--- config.mk ---
export PLATFORM = sky130hd
export DESIGN_NAME = flow_tick_ctrl_flat
export DESIGN_NICKNAME = d
export VERILOG_FILES = /design/src/rtl/flow_tick_ctrl_pkg.sv /design/src/rtl/flow_tick_ctrl_if.sv /design/src/rtl/flow_tick_ctrl_btn_debounce.sv /design/src/rtl/flow_tick_ctrl.sv /design/src/flat_wrapper.sv
export SDC_FILE = /design/constraint.sdc
export NUM_CORES = 1
export LEC_CHECK = 0
export ABC_AREA = 1
export BUFFER_PORTS_ARGS = -buffer_cell sky130_fd_sc_hd__buf_2
export CORE_UTILIZATION = 45
export DETAILED_ROUTE_END_ITERATION = 8
export HOLD_SLACK_MARGIN = 0.03
export PLACE_DENSITY = 0.75
export SYNTH_ARGS = -nofsm -noshare
export SYNTH_HDL_FRONTEND = slang
export SYNTH_SLANG_ARGS = --single-unit
--- constraint.sdc ---
create_clock -name clk_in -period 2 [get_ports clk_in]
set_clock_uncertainty 0.2 [all_clocks]
set_input_delay 0 -clock clk_in [delete_from_list [all_inputs] [get_ports clk_in]]
set_output_delay 0 -clock clk_in [all_outputs]
set_load 0.02 [all_outputs]
--- src/rtl/flow_tick_ctrl_pkg.sv ---
// Shared types for the flow tick controller.
//  - flow_state_t : run/direction/pause mode
//  - speed_t      : 2-bit speed level (0 = fastest)
//  - next_mode()  : mode sequence RUN_RIGHT -> RUN_LEFT -> PAUSE -> RUN_RIGHT
package flow_pkg;

    typedef enum logic [1:0] {
        RUN_RIGHT = 2'd0,
        RUN_LEFT  = 2'd1,
        PAUSE     = 2'd2
    } flow_state_t;

    typedef logic [1:0] speed_t;

    localparam speed_t SPEED_MAX = 2'd3;

    // Mode sequence; the unused encoding recovers to RUN_RIGHT.
    function automatic flow_state_t next_mode(input flow_state_t cur);
        flow_state_t nxt;
        case (cur)
            RUN_RIGHT: nxt = RUN_LEFT;
            RUN_LEFT:  nxt = PAUSE;
            PAUSE:     nxt = RUN_RIGHT;
            default:   nxt = RUN_RIGHT;
        endcase
        return nxt;
    endfunction

endpackage

--- src/rtl/flow_tick_ctrl_if.sv ---
// Button inputs and LED-stage control outputs of the flow tick controller.
//  btn_speed_n / btn_mode_n : raw active-low buttons
//  step_tick                : 1-cycle advance pulse
//  dir_left / paused        : mode status
//  speed_level              : current speed level
//  slave  modport : the controller
//  master modport : the button/LED side
interface flow_tick_ctrl_if;
    import flow_pkg::*;

    logic   btn_speed_n;
    logic   btn_mode_n;
    logic   step_tick;
    logic   dir_left;
    logic   paused;
    speed_t speed_level;

    modport slave (
        input  btn_speed_n,
        input  btn_mode_n,
        output step_tick,
        output dir_left,
        output paused,
        output speed_level
    );

    modport master (
        output btn_speed_n,
        output btn_mode_n,
        input  step_tick,
        input  dir_left,
        input  paused,
        input  speed_level
    );

endinterface

--- src/rtl/flow_tick_ctrl_btn_debounce.sv ---
// Button conditioner: 2-FF synchroniser, debounce counter, press pulse.
//  clk_in : clock
//  rst_n  : async active-low reset
//  btn_n  : raw active-low button, asynchronous to clk_in
//  press  : registered 1-cycle pulse on each accepted press (debounced 1->0)
module btn_debounce #(
    parameter int DEBOUNCE_CYCLES = 2400
) (
    input  logic clk_in,
    input  logic rst_n,
    input  logic btn_n,
    output logic press
);

    localparam int DB_W = $clog2(DEBOUNCE_CYCLES);
    localparam logic [DB_W-1:0] DB_LAST = DB_W'(DEBOUNCE_CYCLES - 1);
    localparam logic [DB_W-1:0] DB_ZERO = DB_W'(0);
    localparam logic [DB_W-1:0] DB_ONE  = DB_W'(1);

    if (DEBOUNCE_CYCLES < 2) begin : g_chk_db
        $error("btn_debounce: DEBOUNCE_CYCLES must be at least 2");
    end

    logic            sync1_r;
    logic            sync2_r;
    logic            deb_r;
    logic            press_r;
    logic [DB_W-1:0] cnt_r;
    logic            differ_s;
    logic            toggle_s;

    // Accept a change only after the synced value has differed for DEBOUNCE_CYCLES edges.
    always_comb begin
        differ_s = (sync2_r != deb_r);
        toggle_s = differ_s && (cnt_r == DB_LAST);
    end

    // Synchroniser, debounce counter, debounced level and press pulse.
    always_ff @(posedge clk_in or negedge rst_n) begin
        if (!rst_n) begin
            sync1_r <= 1'b1;
            sync2_r <= 1'b1;
            deb_r   <= 1'b1;
            cnt_r   <= DB_ZERO;
            press_r <= 1'b0;
        end else begin
            sync1_r <= btn_n;
            sync2_r <= sync1_r;
            if (toggle_s) begin
                deb_r <= ~deb_r;
                cnt_r <= DB_ZERO;
            end else if (differ_s) begin
                deb_r <= deb_r;
                cnt_r <= cnt_r + DB_ONE;
            end else begin
                deb_r <= deb_r;
                cnt_r <= DB_ZERO;
            end
            // Only the released->pressed edge is an event.
            press_r <= toggle_s & deb_r;
        end
    end

    assign press = press_r;

endmodule

--- src/rtl/flow_tick_ctrl.sv ---
// Upstream control stage for the rotating-LED flow block.
// Debounces the speed and mode buttons, holds the run/direction/pause mode
// and the speed level, and emits step_tick every BASE_TICKS << speed_level cycles.
//  clk_in : PLL clock, all logic on posedge
//  rst_n  : async active-low reset
//  bus    : slave side of flow_tick_ctrl_if (buttons in, tick/status out)
module flow_tick_ctrl
    import flow_pkg::*;
#(
    parameter int BASE_TICKS      = 2400,
    parameter int DEBOUNCE_CYCLES = 2400
) (
    input  logic             clk_in,
    input  logic             rst_n,
    flow_tick_ctrl_if.slave  bus
);

    localparam int CNT_W = $clog2(BASE_TICKS * 8);
    typedef logic [CNT_W-1:0] cnt_t;
    localparam cnt_t CNT_ZERO = cnt_t'(0);
    localparam cnt_t CNT_ONE  = cnt_t'(1);

    if (BASE_TICKS < 2) begin : g_chk_base
        $error("flow_tick_ctrl: BASE_TICKS must be at least 2");
    end
    if ((BASE_TICKS * 8 - 1) >= (1 << CNT_W)) begin : g_chk_width
        $error("flow_tick_ctrl: slowest period does not fit the tick counter");
    end

    // Reload value for the period of a given speed level.
    function automatic cnt_t period_last(input speed_t lvl);
        return cnt_t'((BASE_TICKS << lvl) - 1);
    endfunction

    logic        speed_press_s;
    logic        mode_press_s;
    flow_state_t state_r;
    flow_state_t state_next_s;
    speed_t      speed_r;
    speed_t      speed_next_s;
    cnt_t        cnt_r;
    cnt_t        cnt_next_s;
    logic        tick_r;
    logic        tick_next_s;
    logic        dir_left_r;
    logic        dir_left_next_s;
    logic        paused_r;
    logic        run_s;

    btn_debounce #(.DEBOUNCE_CYCLES(DEBOUNCE_CYCLES)) u_db_speed (
        .clk_in (clk_in),
        .rst_n  (rst_n),
        .btn_n  (bus.btn_speed_n),
        .press  (speed_press_s)
    );

    btn_debounce #(.DEBOUNCE_CYCLES(DEBOUNCE_CYCLES)) u_db_mode (
        .clk_in (clk_in),
        .rst_n  (rst_n),
        .btn_n  (bus.btn_mode_n),
        .press  (mode_press_s)
    );

    // Next mode, speed, direction and tick counter.
    always_comb begin
        state_next_s    = mode_press_s ? next_mode(state_r) : state_r;
        speed_next_s    = speed_press_s ? ((speed_r == SPEED_MAX) ? 2'd0 : speed_r + 2'd1) : speed_r;
        // The counter only advances while running on both sides of the edge,
        // so the edge entering PAUSE neither ticks nor consumes a count.
        run_s           = (state_r != PAUSE) && (state_next_s != PAUSE);
        cnt_next_s      = cnt_r;
        tick_next_s     = 1'b0;
        dir_left_next_s = dir_left_r;

        // A speed change restarts the period and wins over a due tick.
        if (speed_press_s) begin
            cnt_next_s  = period_last(speed_next_s);
            tick_next_s = 1'b0;
        end else if (run_s) begin
            if (cnt_r == CNT_ZERO) begin
                cnt_next_s  = period_last(speed_r);
                tick_next_s = 1'b1;
            end else begin
                cnt_next_s  = cnt_r - CNT_ONE;
                tick_next_s = 1'b0;
            end
        end else begin
            cnt_next_s  = cnt_r;
            tick_next_s = 1'b0;
        end

        // PAUSE keeps whichever direction was last running.
        case (state_next_s)
            RUN_RIGHT: dir_left_next_s = 1'b0;
            RUN_LEFT:  dir_left_next_s = 1'b1;
            default:   dir_left_next_s = dir_left_r;
        endcase
    end

    // State, speed, counter and registered outputs.
    always_ff @(posedge clk_in or negedge rst_n) begin
        if (!rst_n) begin
            state_r    <= RUN_RIGHT;
            speed_r    <= 2'd0;
            cnt_r      <= cnt_t'(BASE_TICKS - 1);
            tick_r     <= 1'b0;
            dir_left_r <= 1'b0;
            paused_r   <= 1'b0;
        end else begin
            state_r    <= state_next_s;
            speed_r    <= speed_next_s;
            cnt_r      <= cnt_next_s;
            tick_r     <= tick_next_s;
            dir_left_r <= dir_left_next_s;
            paused_r   <= (state_next_s == PAUSE);
        end
    end

    assign bus.step_tick   = tick_r;
    assign bus.dir_left    = dir_left_r;
    assign bus.paused      = paused_r;
    assign bus.speed_level = speed_r;

endmodule

--- src/flat_wrapper.sv ---
// flat-port wrapper written by rule: the top's interface ports become plain ports
module flow_tick_ctrl_flat import flow_pkg::*;
#(
    parameter int BASE_TICKS      = 2400,
    parameter int DEBOUNCE_CYCLES = 2400
)
  (clk_in, rst_n, bus_btn_speed_n, bus_btn_mode_n, bus_step_tick, bus_dir_left, bus_paused, bus_speed_level);
  flow_tick_ctrl_if bus_i ();
  input  logic clk_in;
  input  logic rst_n;
  input wire logic [$bits(bus_i.btn_speed_n)-1:0] bus_btn_speed_n;
  input wire logic [$bits(bus_i.btn_mode_n)-1:0] bus_btn_mode_n;
  output wire logic [$bits(bus_i.step_tick)-1:0] bus_step_tick;
  output wire logic [$bits(bus_i.dir_left)-1:0] bus_dir_left;
  output wire logic [$bits(bus_i.paused)-1:0] bus_paused;
  output wire logic [$bits(bus_i.speed_level)-1:0] bus_speed_level;
  assign bus_i.btn_speed_n = bus_btn_speed_n;
  assign bus_i.btn_mode_n = bus_btn_mode_n;
  assign bus_step_tick = bus_i.step_tick;
  assign bus_dir_left = bus_i.dir_left;
  assign bus_paused = bus_i.paused;
  assign bus_speed_level = bus_i.speed_level;
  flow_tick_ctrl #(.BASE_TICKS(BASE_TICKS), .DEBOUNCE_CYCLES(DEBOUNCE_CYCLES)) u_core (.clk_in(clk_in), .rst_n(rst_n), .bus(bus_i));
endmodule
# ---- Word-level counts from Yosys, hierarchy flattened
# Index checks and enable logic that the tools add are counted.
dict set report classes {
  addsub 6
  n_mul 0
  n_div 0
  n_lt_le_gt_ge 0
  n_eq_ne 10
  shift 2
  muxes 15
  n_bitwise 4
  reduce_logical 8
}
# operator count
set op_table {}
lappend op_table {{12-bit 2-to-1 mux} 4}
lappend op_table {{15-bit 2-to-1 mux} 3}
lappend op_table {{12-bit by 2-bit left shift with 15-bit output, first input constant} 2}
lappend op_table {{15-bit by 2-bit subtractor with 15-bit output, second input constant} 2}
lappend op_table {{12-bit by 1-bit adder with 12-bit output, second input constant} 2}
lappend op_table {{12-bit equality test, second input constant} 2}
lappend op_table {{15-bit logical NOT} 1}
lappend op_table {{15-bit by 1-bit subtractor with 15-bit output, second input constant} 1}
lappend op_table {{2-bit 2-to-1 mux} 3}
lappend op_table {{2-bit by 1-bit equality test with 1-bit output, second input constant} 2}
lappend op_table {{2-bit equality test, second input constant} 2}
lappend op_table {{2-bit logical NOT} 2}
lappend op_table {{2-bit inequality test, second input constant} 2}
lappend op_table {{2-bit one-hot mux with 2 select lines} 1}
lappend op_table {{2-bit nonzero test} 2}
lappend op_table {{1-bit logical AND} 3}
lappend op_table {{1-bit 2-to-1 mux} 3}
lappend op_table {{2-bit by 1-bit adder with 2-bit output, second input constant} 1}
lappend op_table {{1-bit bitwise AND} 2}
lappend op_table {{1-bit inequality test} 2}
lappend op_table {{1-bit inverter} 2}
lappend op_table {{1-bit one-hot mux with 2 select lines} 1}
dict set report word_totals {
  reg_bits 54
  latchBits 0
  ramBits 0
  romBits 0
  in_bits 4
  wordCells 61
  mem_count 0
}

# ---- Depth between registers and ports, before layout
# Gate-level depths: netlist of the first run.
dict set report depth {
  ltp_word 7
  depth_mapped 12
}

# ---- Hierarchy
# From an unflattened synthesis of the first run, not the netlist that was laid out.
dict set report hier_totals {
  hier_cells 453
  hier_area_um2 3472.1
}
# mod n_inst cells_each area_each_um2
set modules_own_cells {}
lappend modules_own_cells {btn_debounce 2 108 887.1}
lappend modules_own_cells {flow_tick_ctrl 1 237 1697.9}

# ---- Worst setup path after synthesis of the first run
# No wires, ideal clock.
dict set report synth_path {
  path_kind {register to register}
  startpoint {register u_core.speed_r[0], in the netlist u_core.bus.speed_level[0]}
  endpoint {register u_core.cnt_r[10]}
  arrival_time_ps 1994
  setup_slack_ps -311
  path_stages_with_launch 13
  n_path_buf 0
  synth_period_minus_slack_ps 2311
  cell_sequence {dfrtp_1 inv_1 ha_1 inv_1 nand2_1 o21ai_0 inv_1 ha_1 nand2_1 nand2_1 o21bai_2 nor2_1 nor2_1}
}
dict set report synth_via {
  elab_chain_len 6
  word_cells_on_any_way 11
  cone_classes {3 x add/sub; 1 x eq/ne; 2 x shift; 5 x mux}
}
# element line_no
set synth_rtl {}
lappend synth_rtl {{start: declaration} flow_tick_ctrl.sv:39} ;# speed_t speed_r;
lappend synth_rtl {{start signal: assignment} flow_tick_ctrl.sv:111} ;# speed_r <= speed_next_s;
lappend synth_rtl {{2-bit by 1-bit adder with 2-bit output or 2-bit equality test (tied branches)} flow_tick_ctrl.sv:67} ;# speed_next_s = speed_press_s ? ((speed_r == SPEED_MAX) ? 2'd0 : speed_r + 2'd1) : speed_r;
lappend synth_rtl {{2-bit 2-to-1 mux (*) (2 in series)} flow_tick_ctrl.sv:67}
lappend synth_rtl {{net u_core.speed_next_s[1]} flow_tick_ctrl.sv:40} ;# speed_t speed_next_s;
lappend synth_rtl {{12-bit by 2-bit left shift with 15-bit output (*)} flow_tick_ctrl.sv:32} ;# return cnt_t'((BASE_TICKS << lvl) - 1);
lappend synth_rtl {{15-bit by 2-bit subtractor with 15-bit output (*)} flow_tick_ctrl.sv:32}
lappend synth_rtl {{15-bit 2-to-1 mux (*)} flow_tick_ctrl.sv:76} ;# if (speed_press_s) begin
lappend synth_rtl {{end signal: assignment} flow_tick_ctrl.sv:105} ;# cnt_r <= cnt_t'(BASE_TICKS - 1);
lappend synth_rtl {{end signal: assignment} flow_tick_ctrl.sv:112} ;# cnt_r <= cnt_next_s;
lappend synth_rtl {{end: declaration} flow_tick_ctrl.sv:41} ;# cnt_t cnt_r;
# Mark *: on every way through the listed nets, which the timed path passes. The rest lies on a longest branch. The select of a mux whose other input is x is not followed.
# A chain may end at the register's enable or synchronous reset.

# ---- Worst setup path in the final report of the first run
# Ends and elaborated chain as after synthesis.

==> results of run 1 <==
-- path summary, 6_finish.rpt --
path                       cells after the start                         to
max in group asynchronous                      3  u_core.u_db_speed.sync1_r
max                                           12           u_core.cnt_r[10]
min                                            2       u_core.bus.step_tick
min reg2reg                                    0   u_core.u_db_mode.sync2_r
min in group clk_in                            2   u_core.u_db_mode.sync1_r
max reg2reg                                   12           u_core.cnt_r[10]
-- power groups by stage --
| stage | Clock (µW) | Sequential (µW) | Combinational (µW) |
|---|---|---|---|
| after floorplan | 0 | 1140 | 26.6 |
| after global placement | 0 | 1140 | 59.8 |
| after detailed placement | 0 | 1140 | 61.3 |
| after CTS | 633 | 1120 | 66.1 |
| after global routing | 682 | 1120 | 76.2 |
| final | 612 | 1120 | 63.2 |
-- layout make-up --
type | count | area (µm²)
Fill cell | 591 | 3020
Sequential cell | 54 | 1370
Multi-Input combinational cell | 272 | 1570
Tap cell | 77 | 96.3
Clock inverter | 3 | 18.8
Clock buffer | 5 | 68.8
Timing Repair Buffer | 24 | 180
Inverter | 56 | 213
-- per-stage QoR --
stage | total power (µW) | cells | TNS, ns | cell area, µm² | hold WS (ns)
2_1_floorplan | 1160 | 385 | 0 | 3140 | -0.496
3_3_place_gp | 1200 | 476 | 0 | 3340 | -0.170
3_5_place_dp | 1200 | 476 | 0 | 3340 | -0.167
4_1_cts | 1820 | 487 | 0 | 3460 | 0.0416
5_1_grt | 1880 | 491 | -0.0572 | 3510 | 0.0713
6_report | 1790 | 491 | 0 | 3510 | 0.0308
-- cells in the final DEF (no fill, tap or decap), types with 3 or more instances in the layout --
master / netlist / layout
dfrtp_1: 40 / 38
buf_4: 0 / 12
nand2_1: 79 / 79
o21ai_0: 16 / 13
inv_1: 51 / 47
a21oi_1: 13 / 12
clkbuf_8: 0 / 5
buf_2: 3 / 8
dlygate4sd3_1: 0 / 3
inv_2: 4 / 7
nor2_2: 3 / 4
ha_1: 14 / 10
nor2_1: 56 / 55
nand2_2: 3 / 3
nor3b_1: 4 / 4
nor2_4: 3 / 3
dfstp_2: 14 / 14
o21ai_1: 2 / 4
nand3_1: 29 / 29
ha_2: 0 / 3
xor2_1: 11 / 11
nand4_1: 4 / 4
nor3_1: 9 / 8
-- routing by layer --
| layer | vias to the layer above | track usage, % | wire, µm |
|---|---|---|---|
| met4 | 0 | 5.86 | 85 |
| li1 | 1271 | - | - |
| met2 | 55 | 30.6 | 2900 |
| met1 | 1198 | 23.4 | 2740 |
| met5 | - | 0 | 0 |
| met3 | 11 | 3.31 | 268 |
-- flip-flops by register name, summed over array words and instances, names as in the netlist, 2 cells and up --
register,flops
u_core.cnt_r,15
u_core.state_r,2
u_core.u_db_speed.cnt_r,12
u_core.u_db_mode.cnt_r,12
u_core.bus.speed_level,2
-- cells by family after synthesis --
family                     count (synthesis)  synth area share [%]
AOI/OAI and AO/OA                         41                  7.83
xor gates and xnor gates                  14                  4.17
adders and majority gates                 14                  5.62
buffers and inverters                     59                  7.22
DFF                                       54                  43.9
and+or+nand+nor                          203                  31.3
-- repair_timing --
item                                    in CTS  in global routing
setup buffers                                0                  4
endpoints found under the setup margin       0                  8
resized for setup                            0                 12
hold endpoints to repair                    51                  0
hold buffers                                 3                  0
==> impl_metrics.yaml, run 1 <==
die:
  start_util_pct: 47.7
  die_h_um: 85.2
  die_area_mm2: 0.00727
  num_rows: 29
  io_pins: 9
  die_w_um: 85.2
  core_area_mm2: 0.00653
clock_network:
  cts_tree: "built"
  clock-sinks: 54
  clk_latency_ns: 0.30
  cts_root_buf: "clkbuf_8"
  cts_inserted_buffers: 5
  path_clk_slew_ns: 0.10
  clock_path_buffers: 2
  h-tree-depth: 2
status:
  status: "finished clean"
synth:
  synth_most_common_cell: "nand2_1"
  yosysWarningCount: 0
  ys_ff_latch: 54
  syn_area_mm2: 0.00312
  synth_common_cells: "nand2_1, nor2_1, inv_1"
  syn_avg_cell_area_um2: 8.10
  synth_nets: 403
  synth-async-reset-ratio_pct: 100
  synth_top_area_share_pct: 32.1
  yosysTopAreaCell: "dfrtp_1"
  synth-edff-count: 0
  synthTopCellsByArea: "dfrtp_1, dfstp_2, nand2_1"
  yosysSeqAreaShare_pct: 43.9
  synthCells: 385
  synth-main-ff-cell: "dfrtp_1"
  yosys.cell_types.count: 37
worst_setup_path:
  crit_family: "flip-flops"
  worstSetupEndpointType: "flip-flop"
  crit_path_start: "u_core.bus.speed_level[0]"
  worstReg2RegStart: "u_core.bus.speed_level[0]"
  r2r_slack_ns: 0.07
  cp_data_required_time_ns: 2.00
  path_class: "reg2reg"
  cp.arrival_ns: 1.93
  crit_slowest_cell: "dfrtp_2"
  critPathBufInv: 3
  path_common_cell: "nand2_1"
  path_max_fanout: 5
  critPathMaxStageDelay_ns: 0.47
  start_kind: "flip-flop"
  crit_chain: "inv_4 > ha_4 > inv_2 > nand2_1 > o21ai_2 > inv_2 > ha_2 > nand2_1 > nand2_1 > o21bai_4 > nor2_2 > nor2_1"
place:
  port_buffers: 8
  gp_routability_congestion: 0.877
  hpwl_um: 4420
  dp_slack_ns: 0.0244
route:
  drt_iter0_drc: 188
  routedWlPerCell_um: 12.2
  drc: 0
  wl_um: 6000
  vias_per_cell: 5.16
  first_pass_iters: 4
  ant_nets: 0
  vias: 2535
layout:
  final_util_pct: 53.8
  antenna_cells: 0
  syn_to_final_growth_pct: 12.7
  drive_above_1_share_pct: 20.0
  final_nets: 431
global_route:
  antenna_found_initial: 0
  first_global_vias: 2407
  overflow: 0
  grt.total_usage_pct: 18.0
  grt_max_degree: 32
  grt_pass1_wl_um: 10600
power:
  p_int_uw: 1380
  p_sw_uw: 414
  ir_drop_mv: 0.397
  swShare_pct: 23.1
  power_density_mw_per_mm2: 510
  p_clk_share_pct: 34.2
  leakage_uw: 0.00172
  pwr-share-comb_pct: 3.5
  sequentialPowerShare_pct: 62.3
timing:
  period_share_pct: 96.4
  max_freq_ghz: 0.518
  finalSetupViolations: 0
  setup_ws_ns: 0.0713
  period_needed_ns: 1.93
  finalHoldViolations: 0
  slew_headroom_pct: 60.9
  drv_slew: 0
  worst_pin_slew_ns: 0.586
worst_hold_path:
  hp-class: "in2async"
flow_run:
  cap_violations: 0
(Power assumes the default switching activity.)
==> run 2, diff against run 1 <==
--- a/config.mk
+++ b/config.mk
@@ -7,10 +7,12 @@
 export LEC_CHECK = 0
 export ABC_AREA = 1
 export BUFFER_PORTS_ARGS = -buffer_cell sky130_fd_sc_hd__buf_2
-export CORE_UTILIZATION = 45
+export CELL_PAD_IN_SITES_DETAIL_PLACEMENT = 0
+export CELL_PAD_IN_SITES_GLOBAL_PLACEMENT = 2
+export CORE_UTILIZATION = 34
 export DETAILED_ROUTE_END_ITERATION = 8
 export HOLD_SLACK_MARGIN = 0.03
-export PLACE_DENSITY = 0.75
+export PLACE_DENSITY = 0.87
 export SYNTH_ARGS = -nofsm -noshare
 export SYNTH_HDL_FRONTEND = slang
 export SYNTH_SLANG_ARGS = --single-unit
==> run 2 against run 1 <==
First-iteration DRC count down 21%. Hold slack got worse by 0.0026 ns. Via count down 3.8%. Cell area rose by 2.0%. Count of clock-buffer cells in the layout up 1. Clock power up 22%. Sequential share of layout area shrank 0.76 points. Register-to-register slack better by 0.03 ns. Worst setup slack improved by 0.032 ns. Die area grew 32%. Critical path type unchanged. Largest cell class unchanged. Largest power group unchanged. Highest routed layer unchanged.
==> impl_metrics.yaml, run 2 (synthesis gave the netlist of run 1 again) <==
timing:
  finalSetupViolations: 0
  slew_headroom_pct: 76.6
  finalHoldViolations: 0
  period_needed_ns: 1.90
  drv_slew: 0
  max_freq_ghz: 0.527
  worst_pin_slew_ns: 0.348
  whs_ns: 0.0282
  period_share_pct: 94.9
  rsz0062_at_grt: "yes"
layout:
  reg_top3: "u_core.cnt_r (15), u_core.u_db_mode.cnt_r (12), u_core.u_db_speed.cnt_r (12)"
  register_area_mm2: 0.00137
  final_util_pct: 40.7
  drive_above_1_share_pct: 20.0
  antenna_cells: 0
  fillCellCount: 901
  final_common_cell: "nand2_1"
  mostFrequentLayoutCells: "nand2_1, nor2_1, inv_1"
  syn_to_final_growth_pct: 15.0
  final_nets: 433
  final_cell_area_mm2: 0.00358
  multiInputGateArea_mm2: 0.00157
  top_register: "u_core.cnt_r"
  largest_register_ffs: 15
  instances_no_fill: 523
power:
  p_sw_uw: 397
  leakage_uw: 0.00174
  swShare_pct: 20.6
  p_int_uw: 1530
  p_clk_share_pct: 38.8
  power_density_mw_per_mm2: 538
  ir_drop_mv: 0.330
  pwr-share-comb_pct: 3.3
  sequentialPowerShare_pct: 57.9
route:
  vias_per_cell: 4.66
  routedWlPerCell_um: 12.0
  ant_nets: 0
  drc: 0
  first_pass_iters: 4
  drt_iter0_drc: 149
  vias: 2438
  wl_um: 6280
clock_network:
  clock_path_buffers: 2
  cts_tree: "built"
  cts_root_buf: "clkbuf_8"
  clk_latency_ns: 0.31
  path_clk_slew_ns: 0.09
  clock-sinks: 54
  h-tree-depth: 2
  cts_inserted_buffers: 5
worst_setup_path:
  crit_family: "adder cells"
  crit_slowest_cell: "dfrtp_2"
  worstSetupEndpointType: "flip-flop"
  critPathMaxStageDelay_ns: 0.43
  cp_data_required_time_ns: 2.05
  path_class: "reg2reg"
  path_max_fanout: 5
  critPathBufInv: 4
  start_kind: "flip-flop"
  cp.arrival_ns: 1.94
  crit_chain: "inv_2 > ha_4 > inv_2 > nand2_2 > o21ai_2 > buf_4 > ha_1 > o21ai_2 > inv_1 > nand2_1 > nand2_1"
place:
  port_buffers: 8
  place_inst: 509
  hpwl_um: 4800
  place_area_mm2: 0.00338
  gp_routability_congestion: 0.841
global_route:
  first_global_vias: 2420
  grt.total_usage_pct: 14.5
  antenna_found_initial: 0
  overflow: 0
  grt_pass1_wl_um: 11100
  grt_max_degree: 28
die:
  die_h_um: 97.8
  die_w_um: 97.8
  core_area_mm2: 0.00881
  num_rows: 34
  die_area_mm2: 0.00956
  start_util_pct: 35.4
  io_pins: 9
flow_run:
  cap_violations: 0
status:
  status: "finished clean"
worst_hold_path:
  hp-class: "in2async"
run 2: cell types whose count changed in the layout (fill, tap and decap cells not counted), sizes merged:
cell	previous run	this run
buf	21	22
clkinv	3	1
bufinv	0	1
dlygate4sd3	3	4
clkbuf	5	6
inv	56	55
run 2: final timing paths:
kind                                                   end                      start  slack (ns)  cells after the start
worst min-delay path            u_core.u_db_mode.cnt_r[11]                      rst_n        0.03                      3
worst max register to register            u_core.cnt_r[11]  u_core.bus.speed_level[1]        0.10                     11
min in group clk_in              u_core.u_db_speed.sync1_r            bus_btn_speed_n        0.13                      2
worst min register to register    u_core.u_db_mode.sync2_r   u_core.u_db_mode.sync1_r        0.16                      0
worst max-delay path                      u_core.cnt_r[11]  u_core.bus.speed_level[1]        0.10                     11
max in group asynchronous        u_core.u_db_speed.sync2_r                      rst_n        0.73                      4
run 2: area by class of cell:
| type | count | area share (%) |
|---|---|---|
| clock buffers | 6 | 2.30 |
| flip-flops and latches | 54 | 38.3 |
| clock inverters | 1 | 0.838 |
| well taps | 108 | 3.77 |
| repair buffers | 26 | 5.17 |
| multi-input cells | 272 | 43.7 |
| inverters | 56 | 5.93 |
run 2: per-stage QoR:
| stage | setup TNS, ns | setup WS [ns] | power [µW] |
|---|---|---|---|
| after floorplan | 0 | 0.0144 | 1160 |
| after global placement | 0 | 0.0526 | 1200 |
| after detailed placement | 0 | 0.00957 | 1200 |
| after CTS | 0 | 0.00676 | 1970 |
| after global routing | -0.0130 | -0.0130 | 2020 |
| final | 0 | 0.103 | 1930 |
run 2: timing repair:
item,CTS,global route
endpoints found under the setup margin,2,5
hold endpoints to repair,56,0
gates resized for setup,0,11
hold buffers,4,0
buffers inserted,1,2
pin swaps,0,3
run 2: layer usage:
metal  track usage [%]  vias up  share of wire, %  wire length [µm]
li1                  -     1281                 -                 -
met1              19.9     1127                52              3260
met2              23.3       22                44              2790
met3              2.43        8               2.2               137
met4              4.66        0               1.4                90
met5                 0        -                 0                 0
run 2: power groups by stage:
stage          clock (µW)  combinational [µW]  sequential, µW
5_1_grt               824                76.7            1120
2_1_floorplan           0                26.6            1140
3_5_place_dp            0                60.9            1140
3_3_place_gp            0                60.4            1140
6_report              749                63.5            1120
4_1_cts               786                66.7            1120
run 2: tightest hold or removal path, cell delays in order:
cell and delay [ns]:
dlygate4sd3_1 0.52, buf_2 0.11, buf_4 0.33
==> run 3, diff against run 2 <==
--- a/config.mk
+++ b/config.mk
@@ -10,9 +10,11 @@
 export CELL_PAD_IN_SITES_DETAIL_PLACEMENT = 0
 export CELL_PAD_IN_SITES_GLOBAL_PLACEMENT = 2
 export CORE_UTILIZATION = 34
+export CTS_CLUSTER_SIZE = 10
 export DETAILED_ROUTE_END_ITERATION = 8
+export GPL_TIMING_DRIVEN = 1
 export HOLD_SLACK_MARGIN = 0.03
-export PLACE_DENSITY = 0.87
+export PLACE_DENSITY = 0.83
 export SYNTH_ARGS = -nofsm -noshare
 export SYNTH_HDL_FRONTEND = slang
 export SYNTH_SLANG_ARGS = --single-unit
==> run 3 against run 2 <==
Combinational power grew 8.3%. Count of clock-buffer cells in the layout unchanged. Die area did not move. Final cell count up 0.19%. Largest cell class unchanged. Largest power group unchanged.
==> impl_metrics.yaml, run 3 (synthesis gave the netlist of run 1 again) <==
worst_setup_path:
  path_max_fanout: 5
  critPathMaxStageDelay_ns: 0.47
  r2r_slack_ns: 0.12
  crit_slowest_cell: "dfrtp_2"
  cp_data_required_time_ns: 2.01
  r2r_end: "u_core.cnt_r[14]"
  worstSetupEndpointType: "flip-flop"
  path_class: "reg2reg"
  worstReg2RegStart: "u_core.bus.speed_level[0]"
  start_kind: "flip-flop"
  reg2regPathDepth: 12
  cp.arrival_ns: 1.89
  crit_chain: "inv_4 > ha_4 > inv_2 > nand2_2 > o21ai_2 > inv_2 > buf_4 > ha_2 > o21ai_1 > inv_1 > nand2_1 > nand2_1"
clock_network:
  h-tree-depth: 2
  clk_latency_ns: 0.31
  clock-sinks: 54
  path_clk_slew_ns: 0.10
  cts_inserted_buffers: 5
  cts_root_buf: "clkbuf_8"
  clock_path_buffers: 2
  cts_tree: "built"
global_route:
  grt_max_degree: 43
  grt.total_usage_pct: 14.5
  antenna_found_initial: 0
  grt_pass1_wl_um: 11200
  first_global_vias: 2323
  overflow: 0
layout:
  antenna_cells: 0
  fillCellCount: 890
  instances_no_fill: 524
  reg_top3: "u_core.cnt_r (15), u_core.u_db_mode.cnt_r (12), u_core.u_db_speed.cnt_r (12)"
  top_register: "u_core.cnt_r"
  drive_above_1_share_pct: 20.9
  largest_register_ffs: 15
  multiInputGateArea_mm2: 0.00159
  mostFrequentLayoutCells: "nand2_1, nor2_1, inv_1"
  final_util_pct: 41.2
  final_nets: 433
  final_cell_area_mm2: 0.00362
  syn_to_final_growth_pct: 16.3
  final_common_cell: "nand2_1"
  register_area_mm2: 0.00137
power:
  fin_total_pwr_uw: 1930
  leakage_uw: 0.00173
  ir_drop_mv: 0.381
  power_density_mw_per_mm2: 533
die:
  io_pins: 9
  die_h_um: 97.8
  die_area_mm2: 0.00956
  die_w_um: 97.8
  start_util_pct: 35.4
  num_rows: 34
  core_area_mm2: 0.00881
flow_run:
  cap_violations: 0
route:
  drt_iter0_drc: 126
  ant_nets: 0
  vias_per_cell: 4.67
  wl_um: 6530
  first_pass_iters: 4
  routedWlPerCell_um: 12.5
  drc: 0
  vias: 2447
timing:
  period_needed_ns: 1.88
  slew_headroom_pct: 71.4
  worst_pin_slew_ns: 0.428
  drv_slew: 0
  whs_ns: 0.133
  max_freq_ghz: 0.532
  finalHoldViolations: 0
  period_share_pct: 93.9
  finalSetupViolations: 0
place:
  hpwl_um: 4830
  place_inst: 508
  gp_routability_congestion: 0.828
  port_buffers: 8
  place_area_mm2: 0.00338
worst_hold_path:
  whs_endpoint: "u_core.u_db_mode.sync1_r"
  min_from: "bus_btn_mode_n"
  holdPathStages: 2
  hp-class: "in2reg"
status:
  status: "finished clean"
-- run 3: changes by cell type in the layout (fill, tap and decap cells not counted), moves of 2 or more --
cell | previous run | this run
ha_1 | 11 | 9
o21ai_1 | 2 | 4
ha_4 | 1 | 3
buf_4 | 14 | 12
-- run 3: area by class of cell --
class | count | area share [%]
multi-input cells | 272 | 44.0
flip-flops and latches | 54 | 37.9
inverters | 56 | 5.87
repair buffers | 26 | 5.52
well taps | 108 | 3.73
clock buffers | 6 | 2.00
clock inverters | 2 | 1.04
-- run 3: power breakdown --
group | internal [µW] | switching (µW)
Combinational | 24.5 | 44.3
Sequential | 1110 | 7.17
Clock | 374 | 373
Total | 1510 | 424
-- run 3: metrics by stage --
step                worst slack (ns)  setup TNS (ns)
finish                         0.121               0
detailed placement            0.0162               0
CTS                          0.00113               0
floorplan                     0.0144               0
global placement              0.0479               0
global route                -0.00650        -0.00650
-- run 3: how the worst max path moves through the flow --
stage	start	end	slack, ns	depth (start not counted)
2_1_floorplan	u_core.bus.speed_level[0]	u_core.cnt_r[10]	0.01	12
3_3_place_gp	u_core.bus.speed_level[0]	u_core.cnt_r[13]	0.05	12
6_report	u_core.bus.speed_level[0]	u_core.cnt_r[14]	0.12	12
3_5_place_dp	u_core.bus.speed_level[0]	u_core.cnt_r[10]	0.02	12
4_1_cts	u_core.bus.speed_level[0]	u_core.cnt_r[10]	0.001	12
5_1_grt	u_core.bus.speed_level[0]	u_core.cnt_r[10]	-0.007	12
-- run 3: timing repair --
action / 4_1_cts / 5_1_grt
endpoints found under the hold margin: 56 / 0
setup endpoints to repair: 0 / 5
buffers inserted: 0 / 3
resized for setup: 0 / 18
hold buffers: 5 / 0
-- run 3: routing by layer --
metal	vias to the layer above	global-route usage [%]	routed length (µm)
li1	1282	-	-
met1	1139	19.9	3320
met2	18	24.1	3000
met3	8	2.36	124
met4	0	3.61	87
met5	-	0	0
-- run 3: critical path, delay by kind of cell, from the launching register on --
family	cells	cell delay, ns
compound gates	2	0.19
fa+ha+maj	2	0.37
buf+inv	5	0.42
flops	1	0.47
simple gates	3	0.14
